[config.mk]
export PLATFORM = sky130hd
export DESIGN_NAME = raster_sequencer
export DESIGN_NICKNAME = d
export VERILOG_FILES = /design/src/rtl/raster_seq_pkg.sv /design/src/rtl/tri_fifo.sv /design/src/rtl/raster_sequencer.sv
export SDC_FILE = /design/constraint.sdc
export NUM_CORES = 1
export LEC_CHECK = 0
export BUFFER_PORTS_ARGS = -buffer_cell sky130_fd_sc_hd__buf_4
export CAP_MARGIN = 20
export CORE_ASPECT_RATIO = 1.75
export CORE_MARGIN = 5
export CORE_UTILIZATION = 50
export DETAILED_ROUTE_END_ITERATION = 8
export HOLD_SLACK_MARGIN = 0.03
export PLACE_DENSITY = 0.7
export SETUP_SLACK_MARGIN = 0.3
export SLEW_MARGIN = 25
export SYNTH_ARGS = -nofsm -noshare
export SYNTH_HDL_FRONTEND = slang
export SYNTH_HIERARCHICAL = 1
export SYNTH_SLANG_ARGS = --single-unit
[constraint.sdc]
create_clock -name clk -period 4.4 [get_ports clk]
set_clock_uncertainty 0.05 [all_clocks]
set_input_delay 0.44 -clock clk [delete_from_list [all_inputs] [get_ports clk]]
set_output_delay 0.44 -clock clk [all_outputs]
set_load 0.05 [all_outputs]
[src/rtl/raster_seq_pkg.sv]
// Shared types for the raster sequencer: FSM state encoding and the
// packed triangle record carried through the queue.
package raster_seq_pkg;

  localparam int COORD_W = 16;

  typedef enum logic [3:0] {
    S_IDLE,
    S_START,
    S_SETUP,
    S_READY,
    S_ISSUE,
    S_DRAW,
    S_FRAME,
    S_FWAIT,
    S_FIN
  } state_t;

  // x1 occupies the most significant bits of the 96-bit upstream word.
  typedef struct packed {
    logic [COORD_W-1:0] x1;
    logic [COORD_W-1:0] y1;
    logic [COORD_W-1:0] x2;
    logic [COORD_W-1:0] y2;
    logic [COORD_W-1:0] x3;
    logic [COORD_W-1:0] y3;
  } triangle_t;

endpackage

[src/rtl/tri_fifo.sv]
// Circular triangle queue with first-word-fall-through read. A push into a
// full queue is refused even if a pop happens in the same cycle.
module tri_fifo
  import raster_seq_pkg::*;
#(
  parameter int DEPTH     = 4,
  parameter int LOG_DEPTH = 2
) (
  input  logic      clk,
  input  logic      reset,
  input  logic      push,
  input  logic      pop,
  input  triangle_t din,
  output triangle_t dout,
  output logic      full,
  output logic      empty
);

  triangle_t              mem_q [DEPTH];
  logic [LOG_DEPTH-1:0]   wr_ptr_q;
  logic [LOG_DEPTH-1:0]   rd_ptr_q;
  logic [LOG_DEPTH:0]     count_q;
  logic                   do_push;
  logic                   do_pop;

  assign full    = (count_q == (LOG_DEPTH + 1)'(DEPTH));
  assign empty   = (count_q == '0);
  assign do_push = push && !full;
  assign do_pop  = pop && !empty;
  assign dout    = mem_q[rd_ptr_q];

  // Storage carries no reset; only the pointers define what is valid.
  always_ff @(posedge clk) begin
    if (do_push) mem_q[wr_ptr_q] <= din;
  end

  always_ff @(posedge clk or negedge reset) begin
    if (!reset) begin
      wr_ptr_q <= '0;
      rd_ptr_q <= '0;
      count_q  <= '0;
    end else begin
      if (do_push) wr_ptr_q <= wr_ptr_q + LOG_DEPTH'(1);
      if (do_pop)  rd_ptr_q <= rd_ptr_q + LOG_DEPTH'(1);
      case ({do_push, do_pop})
        2'b10:   count_q <= count_q + (LOG_DEPTH + 1)'(1);
        2'b01:   count_q <= count_q - (LOG_DEPTH + 1)'(1);
        default: count_q <= count_q;
      endcase
    end
  end

endmodule

[src/rtl/raster_sequencer.sv]
// Frame sequencer in front of the Rasteriser: queues triangles, then issues
// opcode_received / data_ready / frame_ready / finished as one-cycle pulses.
module raster_sequencer
  import raster_seq_pkg::*;
#(
  parameter int QUEUE_DEPTH     = 4,
  parameter int LOG_QUEUE_DEPTH = 2,
  parameter int SETUP_WAIT      = 5,
  parameter int FINISH_WAIT     = 4
) (
  input  logic                 clk,
  input  logic                 reset,
  input  logic                 tri_valid,
  input  logic [6*COORD_W-1:0] tri_data,
  output logic                 tri_ready,
  input  logic                 frame_end,
  input  logic                 rast_next_triangle,
  output logic                 opcode_received,
  output logic                 data_ready,
  output logic                 frame_ready,
  output logic                 finished,
  output logic [COORD_W-1:0]   x1,
  output logic [COORD_W-1:0]   y1,
  output logic [COORD_W-1:0]   x2,
  output logic [COORD_W-1:0]   y2,
  output logic [COORD_W-1:0]   x3,
  output logic [COORD_W-1:0]   y3,
  output logic                 busy,
  output logic                 frame_done,
  output logic [15:0]          tri_count
);

  state_t        state_q;
  logic [15:0]   wait_q;
  logic          end_pending_q;
  logic          end_pending_d;
  logic          opcode_q, data_ready_q, frame_ready_q, finished_q;
  logic [15:0]   tri_count_q;
  triangle_t     coord_q;
  triangle_t     fifo_dout;
  logic          fifo_full, fifo_empty;
  logic          take_tri;

  tri_fifo #(
    .DEPTH     (QUEUE_DEPTH),
    .LOG_DEPTH (LOG_QUEUE_DEPTH)
  ) u_fifo (
    .clk   (clk),
    .reset (reset),
    .push  (tri_valid),
    .pop   (take_tri),
    .din   (tri_data),
    .dout  (fifo_dout),
    .full  (fifo_full),
    .empty (fifo_empty)
  );

  // The pop shares the edge that enters ISSUE, so coordinates and
  // data_ready appear together.
  assign take_tri = !fifo_empty &&
                    ((state_q == S_READY) || (state_q == S_DRAW && rast_next_triangle));

  // A frame_end coinciding with the FRAME-state clear belongs to the next frame.
  assign end_pending_d = frame_end ? 1'b1 : (state_q == S_FRAME) ? 1'b0 : end_pending_q;

  always_ff @(posedge clk or negedge reset) begin
    if (!reset) begin
      state_q       <= S_IDLE;
      wait_q        <= '0;
      end_pending_q <= 1'b0;
      opcode_q      <= 1'b0;
      data_ready_q  <= 1'b0;
      frame_ready_q <= 1'b0;
      finished_q    <= 1'b0;
      tri_count_q   <= '0;
      coord_q       <= '0;
    end else begin
      end_pending_q <= end_pending_d;
      opcode_q      <= 1'b0;
      data_ready_q  <= 1'b0;
      frame_ready_q <= 1'b0;
      finished_q    <= 1'b0;
      if (take_tri) begin
        state_q      <= S_ISSUE;
        data_ready_q <= 1'b1;
        coord_q      <= fifo_dout;
        if (tri_count_q != 16'hFFFF) tri_count_q <= tri_count_q + 16'd1;
      end else begin
        case (state_q)
          S_IDLE: if (!fifo_empty || end_pending_q) begin
            state_q     <= S_START;
            opcode_q    <= 1'b1;
            tri_count_q <= '0;
          end
          S_START: begin
            state_q <= S_SETUP;
            wait_q  <= '0;
          end
          S_SETUP: if (wait_q == 16'(SETUP_WAIT - 1)) state_q <= S_READY;
                   else wait_q <= wait_q + 16'd1;
          S_READY: if (end_pending_q) begin
            state_q       <= S_FRAME;
            frame_ready_q <= 1'b1;
          end
          S_ISSUE: state_q <= S_DRAW;
          S_DRAW:  if (rast_next_triangle) state_q <= S_READY;
          S_FRAME: begin
            state_q <= S_FWAIT;
            wait_q  <= '0;
          end
          S_FWAIT: if (wait_q == 16'(FINISH_WAIT - 1)) begin
            state_q    <= S_FIN;
            finished_q <= 1'b1;
          end else begin
            wait_q <= wait_q + 16'd1;
          end
          S_FIN:   state_q <= S_IDLE;
          default: state_q <= S_IDLE;
        endcase
      end
    end
  end

  assign tri_ready       = !fifo_full;
  assign opcode_received = opcode_q;
  assign data_ready      = data_ready_q;
  assign frame_ready     = frame_ready_q;
  assign finished        = finished_q;
  assign frame_done      = finished_q;
  assign busy            = (state_q != S_IDLE);
  assign tri_count       = tri_count_q;
  assign x1 = coord_q.x1;
  assign y1 = coord_q.y1;
  assign x2 = coord_q.x2;
  assign y2 = coord_q.y2;
  assign x3 = coord_q.x3;
  assign y3 = coord_q.y3;

endmodule

---- Yosys cells after proc, flatten, opt, wreduce, memory -nomap -nowiden ----
Memories as Yosys holds them, arrays and structs flattened. A register that Yosys moved wholly into a read port is not among the register bits.
Cells that the tools add are included.
W data, S select, Z words.
operators by class
  mux-type cells .......................... 29
  $add $sub $neg .......................... 6
  equality and inequality tests ........... 21
  bitwise logic cells ..................... 1
  reductions and logical operators ........ 21
operators with widths
  operator                 number
  $mux W16                 6
  $pmux W16 S3             1
  $add A16 B1 Y16 const B  2
  $pmux W4 S8              1
  $mux W4                  6
  $eq A16 B2 Y1 const B    1
  $eq A16 B3 Y1 const B    1
  $eq A4 B3 Y1 const B     4
  $ne A16 B16 Y1 const B   1
  $ne A3 B2 Y1 const B     5
  $mux W1                  14
  $eq A4 B2 Y1 const B     2
  $reduce_bool A2 Y1       4
  $ne A2 B2 Y1 const B     3
  $pmux W3 S2              1
  $reduce_and A5 Y1        1
  $add A2 B1 Y2 const B    2
  $eq A4 B1 Y1 const B     1
  $logic_and A1 B1 Y1      4
  $logic_not A4 Y1         1
  $reduce_and A4 Y1        1
  $reduce_bool A4 Y1       1
  $add A3 B1 Y3 const B    1
  $eq A3 B3 Y1 const B     1
  10 further kinds         13
storage, ports and cells
  output and inout bits ................... 119
  register bits ........................... 48
  input bits .............................. 101
  RAM bits ................................ 384
  memories kept ........................... 1
  word-level logic and storage cells ...... 90
memory list
  memory        words  bits a word  read ports  clocked after Yosys merged registers in  wr ports  RTL line        RTL
  u_fifo.mem_q  4      96           1           1                                        1         tri_fifo.sv:19  triangle_t mem_q [DEPTH];

---- Depth between registers and ports, before layout ----
  depth after elaboration ................. 7
  depth in mapped cells ................... 12
  gate-level depth less buffers ........... 10

---- By module ----
Netlist, hierarchy kept.
by module, submodules not included
  module            times used  area an instance (µm²)  cells each
  tri_fifo          1           14247.4                 539
  raster_sequencer  1           5869.4                  450

---- Worst setup path after synthesis ----
OpenSTA, ideal clock, no wires.
  path kind ............................... reg-to-reg
  start ................................... register u_fifo.count_q[2]
  end ..................................... memory u_fifo/mem_q[0][0] (netlist name) (enable)
  arrival ................................. 3123 ps
  required time ........................... 3884 ps
  stages on the path, launching flop included .. 4
  setup time .............................. 466 ps
  path buffers ............................ 0
  path slack .............................. 762 ps
  cell sequence ........................... dfrtp_1 > nor3b_1 > nor2b_1 > and2_1
between the ends
  longest elaborated chain between the ends .. 5
ends and longest elaborated chain
  element                        RTL line                RTL
  from (decl)                    tri_fifo.sv:22          logic [LOG_DEPTH:0] count_q;
  from (signal assigned)         tri_fifo.sv:46          2'b10: count_q <= count_q + (LOG_DEPTH + 1)'(1);
  from (signal assigned)         tri_fifo.sv:47          2'b01: count_q <= count_q - (LOG_DEPTH + 1)'(1);
  from (signal assigned)         tri_fifo.sv:48          default: count_q <= count_q;
  $eq A3 B3 Y1                   tri_fifo.sv:26          assign full = (count_q == (LOG_DEPTH + 1)'(DEPTH));
  net fifo_full                  raster_sequencer.sv:41  logic fifo_full, fifo_empty;
  $logic_not A1 Y1               tri_fifo.sv:28          assign do_push = push && !full;
  $logic_and A1 B1 Y1            tri_fifo.sv:28
  $mux W1                        tri_fifo.sv:34          if (do_push) mem_q[wr_ptr_q] <= din;
  $mux W1 (implied by the code)  tri_fifo.sv:34
  to (decl)                      tri_fifo.sv:19
The timed path passes the listed nets, and every way through them passes these cells.

---- Worst setup path after layout ----
  start ................................... register state_q[3]
  end ..................................... register u_fifo.count_q[2]
between the ends
  longest elaborated chain between the ends .. 7
  elaborated cells between the ends (all ways) .. 10
  those cells by class .................... eq/ne: 4; mux: 1; reduce/logical: 5
ends and longest elaborated chain
  element                                            RTL line                RTL
  from (decl)                                        raster_sequencer.sv:33  state_t state_q;
  from (signal assigned)                             raster_sequencer.sv:68  state_q <= S_IDLE;
  from (signal assigned)                             raster_sequencer.sv:84  state_q <= S_ISSUE;
  from (signal assigned)                             raster_sequencer.sv:91  state_q <= S_START;
  $eq A4 B3 Y1                                       raster_sequencer.sv:61  ((state_q == S_READY) || (state_q == S_DRAW && rast_next_triangle));
  $logic_and A1 B1 Y1                                raster_sequencer.sv:61
  $logic_or A1 B1 Y1 *                               raster_sequencer.sv:61
  $logic_and A1 B1 Y1 *                              raster_sequencer.sv:60  assign take_tri = !fifo_empty &&
  $logic_and A1 B1 Y1 *                              tri_fifo.sv:29          assign do_pop = pop && !empty;
  net u_fifo.do_pop                                  tri_fifo.sv:24          logic do_pop;
  $eq A2 B1 Y1 or $eq A2 B2 Y1 (tied branches)       tri_fifo.sv:45          case ({do_push, do_pop})
  $pmux W3 S2 or $reduce_bool A2 Y1 (tied branches)  n/a
The timed path passes the listed nets; every way through them passes the cells marked *.
A chain may end at the register's enable or synchronous reset.

==> reports/metrics.csv <==
stage;metric;value;unit
sta;fin crit share;66.5;%
hold_path;Hold EP;u_fifo/mem_q[0][14];
logic_synthesis;Mapped Area;20100;µm²
sta;RSZ-0062 raised after global routing;false;
sta;slew of the pin with the lowest slew margin;1.03;ns
detailed_routing;number of DRC markers in iteration 0;635;
final_layout;Design Area, Final;24800;µm²
sta;final hold vios;0;
global_routing;gr usage total;19.0;%
global_routing;first-pass GRT wire length;65200;µm
logic_synthesis;synth warn;6;
power;total power;17.8;mW
global_routing;largest net degree at the start of global routing;80;
logic_synthesis;Top FF cell, synth;edfxtp_1;
detailed_routing;drt total wl;41500;µm
placement;placed cell area;22300;µm²
setup_path;Arrival @ worst endpoint;3.34;ns
hold_path;Hold Path Depth;1;
clock_network;H-Tree Level Count;2;
power;maximum vdd drop;0.519;mV
sta;FMAX;342;MHz
placement;gpl congestion;0.809;
floorplan;# IOs;220;
setup_path;Reg2Reg Setup Slack;1.47;ns
logic_synthesis;Post-Syn Instances;989;
run;max cap viols;0;
clock_network;CTS clk-pin slew, worst paths;0.07;ns
sta;Setup TNS;0;ns
final_layout;synthesis-to-finish area growth;23.3;%
logic_synthesis;syn_nets;1099;
logic_synthesis;Post-synth EDFFs;384;
detailed_routing;Avg WL per Cell;22.3;µm
setup_path;CP bufs+invs;2;
logic_synthesis;Cell variety after synth;58;
final_layout;layout cell share with drive strength beyond 1;37.0;%
floorplan;Die W;162;µm
clock_network;total CTS buffers;46;
setup_path;delay-heaviest family, CP;compound AO/OA/AOI/OAI gates;
clock_network;Clock Tree Buf Depth;3;
setup_path;most frequent CP cell;xor2_1;
clock_network;clk root buf;clkbuf_16;
logic_synthesis;Synth Register Bits;528;
logic_synthesis;ys async rst share;27.3;%
floorplan;Placement Rows;97;
clock_network;CTS resizes;0;
placement;Detail Placement HPWL;25100;µm
detailed_routing;vias per cell;5.54;
power;Leak Pwr;9.15;nW
setup_path;worst-path maximum fanout;33;
logic_synthesis;Post-synth top cells;edfxtp_1, dfrtp_1, mux4_2;
global_routing;number of global-route vias before repair;11400;
setup_path;Critical Path Start Type;flip-flop;
setup_path;worst endpoint required time;4.82;ns
final_layout;Net count, final;1432;
placement;IO Port Bufs;219;
power;PwrDens;720;nW/µm²
logic_synthesis;largest cells by area after synthesis;edfxtp_1, dfrtp_1, mux4_2;
hold_path;Worst Hold Class;in -> reg;
floorplan;die height;275;µm
detailed_routing;# DRC;0;
setup_path;Critical Path End Type;flip-flop;
sta;Rel. slew slack;31.4;%
setup_path;Crit Reg-Reg Startpoint;state_q[3];
clock_network;CTS tree;done;
global_routing;Overflow after GRT;0;
logic_synthesis;Yosys top cell by area;edfxtp_1;
setup_path;end of the worst register-to-register path;u_fifo/count_q[2];
detailed_routing;drt first pass iters;4;
placement;placed cells;1672;
logic_synthesis;share of the synthesized area in the top cell type;57.3;%
final_layout;fin cells;1856;
setup_path;worst stage delay on the critical path;0.52;ns
sta;final setup fails;0;
sta;Max Slew Vio Count;0;
clock_network;CTS Sinks;528;
setup_path;CP max stage cell;dfrtp_1;
setup_path;Critical Path, Cell by Cell;nand2b_1 -> a211o_4 -> clkinv_4 -> o31a_1 -> ha_1 -> inv_1 -> fa_1 -> xor2_1 -> nor2_1 -> xor2_1;
logic_synthesis;most common cell in the netlist;edfxtp_1;
hold_path;HP Start;tri_data[14];
detailed_routing;antenna viol nets, final;0;
floorplan;Starting Density;50.4;%
logic_synthesis;sequential area share after synthesis;75.2;%
detailed_routing;DR vias;10300;
floorplan;die area;44500;µm²
setup_path;crit path from;state_q[3];
sta;post-layout min period;2.93;ns
global_routing;initial antenna violation count;1;
setup_path;Setup CP Type;reg -> reg;
clock_network;worst skew pair latency;0.55;ns
floorplan;core area;39900;µm²
status;status;finished clean;
logic_synthesis;Syn Area/Cell;20.3;µm²
setup_path;FF-to-FF path depth;10;
clock_network;Post-CTS Setup Inserts;0;
==> routing by layer <==
metal  part of all wire (%)  track usage (%)  vias up
li1                       -                -     4574
met1                     36             21.7     5404
met5                      0                0        -
met3                    4.5             3.21       63
met4                    3.2             6.53        0
met2                     56             36.0      240
==> final cells by class <==
class,count,area (µm²)
sequential,528,15100
fill,2750,15100
multi-input combinational,401,4680
timing repair buffer,328,2800
clock buffer,65,1260
tap,495,619
clock inverter,21,229
inverter,17,68.8
antenna,1,2.50
==> cell usage in the layout, fill, tap and decap left out, drive strengths merged, types with 13 or more instances in the layout <==
| cell | instances |
|---|---|
| xnor2 | 13 |
| nand2 | 27 |
| inv | 16 |
| dlygate4sd3 | 97 |
| dfrtp | 144 |
| mux2 | 97 |
| edfxtp | 384 |
| mux4 | 96 |
| nor2 | 32 |
| clkinv | 14 |
| clkbuf | 65 |
| buf | 231 |
| a21oi | 13 |
==> state kept, by name, indices dropped and copies added (netlist names), 2 cells and up <==
name / flops
u_fifo/wr_ptr_q: 2
u_fifo/count_q: 3
tri_count: 16
x3: 16
x2: 16
y3: 16
wait_q: 16
u_fifo/rd_ptr_q: 2
x1: 16
u_fifo/mem_q: 384
y1: 16
y2: 16
state_q: 4
==> kinds of logic after synthesis <==
| kind of cell | count (synthesis) | synth area share (%) |
|---|---|---|
| flip-flops | 528 | 75.2 |
| multiplexers | 198 | 16.4 |
| AND/OR/NAND/NOR | 123 | 3.26 |
| buffers and inverters | 60 | 1.57 |
| AO/OA/AOI/OAI | 47 | 1.87 |
| XOR/XNOR | 24 | 1.04 |
| adder cells (fa/ha/maj) | 9 | 0.597 |
==> metrics by stage <==
| step | util, % | hold WS, ns | worst slack [ns] |
|---|---|---|---|
| floorplan | - | 0.0944 | 0.762 |
| global placement | 55.9 | 0.420 | 1.53 |
| detailed placement | 55.9 | 0.428 | 1.48 |
| CTS | 62.1 | 0.0351 | 1.46 |
| global route | 62.1 | 0.0411 | 1.30 |
| finish | 62.1 | 0.0635 | 1.47 |
==> timing repair <==
| action | 4_1_cts | 5_1_grt |
|---|---|---|
| hold buffers | 97 | 0 |
| endpoints found under the hold margin | 459 | 0 |
| setup endpoints to repair | 0 | 0 |
==> how the worst max path moves through the flow <==
stage / endpoint / slack [ns] / depth (start not counted)
final: u_fifo/count_q[2] / 1.47 / 10
after CTS: u_fifo/count_q[2] / 1.46 / 10
after global routing: u_fifo/count_q[2] / 1.30 / 10
after global placement: u_fifo/count_q[2] / 1.53 / 10
after detailed placement: u_fifo/count_q[2] / 1.48 / 10
after floorplan: u_fifo/mem_q[0][0] / 0.76 / 3
==> power breakdown <==
part	internal, mW	switching [mW]	total [mW]
clock network	2.25	1.72	3.97
logic	2.60	3.88	6.48
registers	6.72	0.676	7.40
No activity file was read; power rests on OpenSTA's default activity.
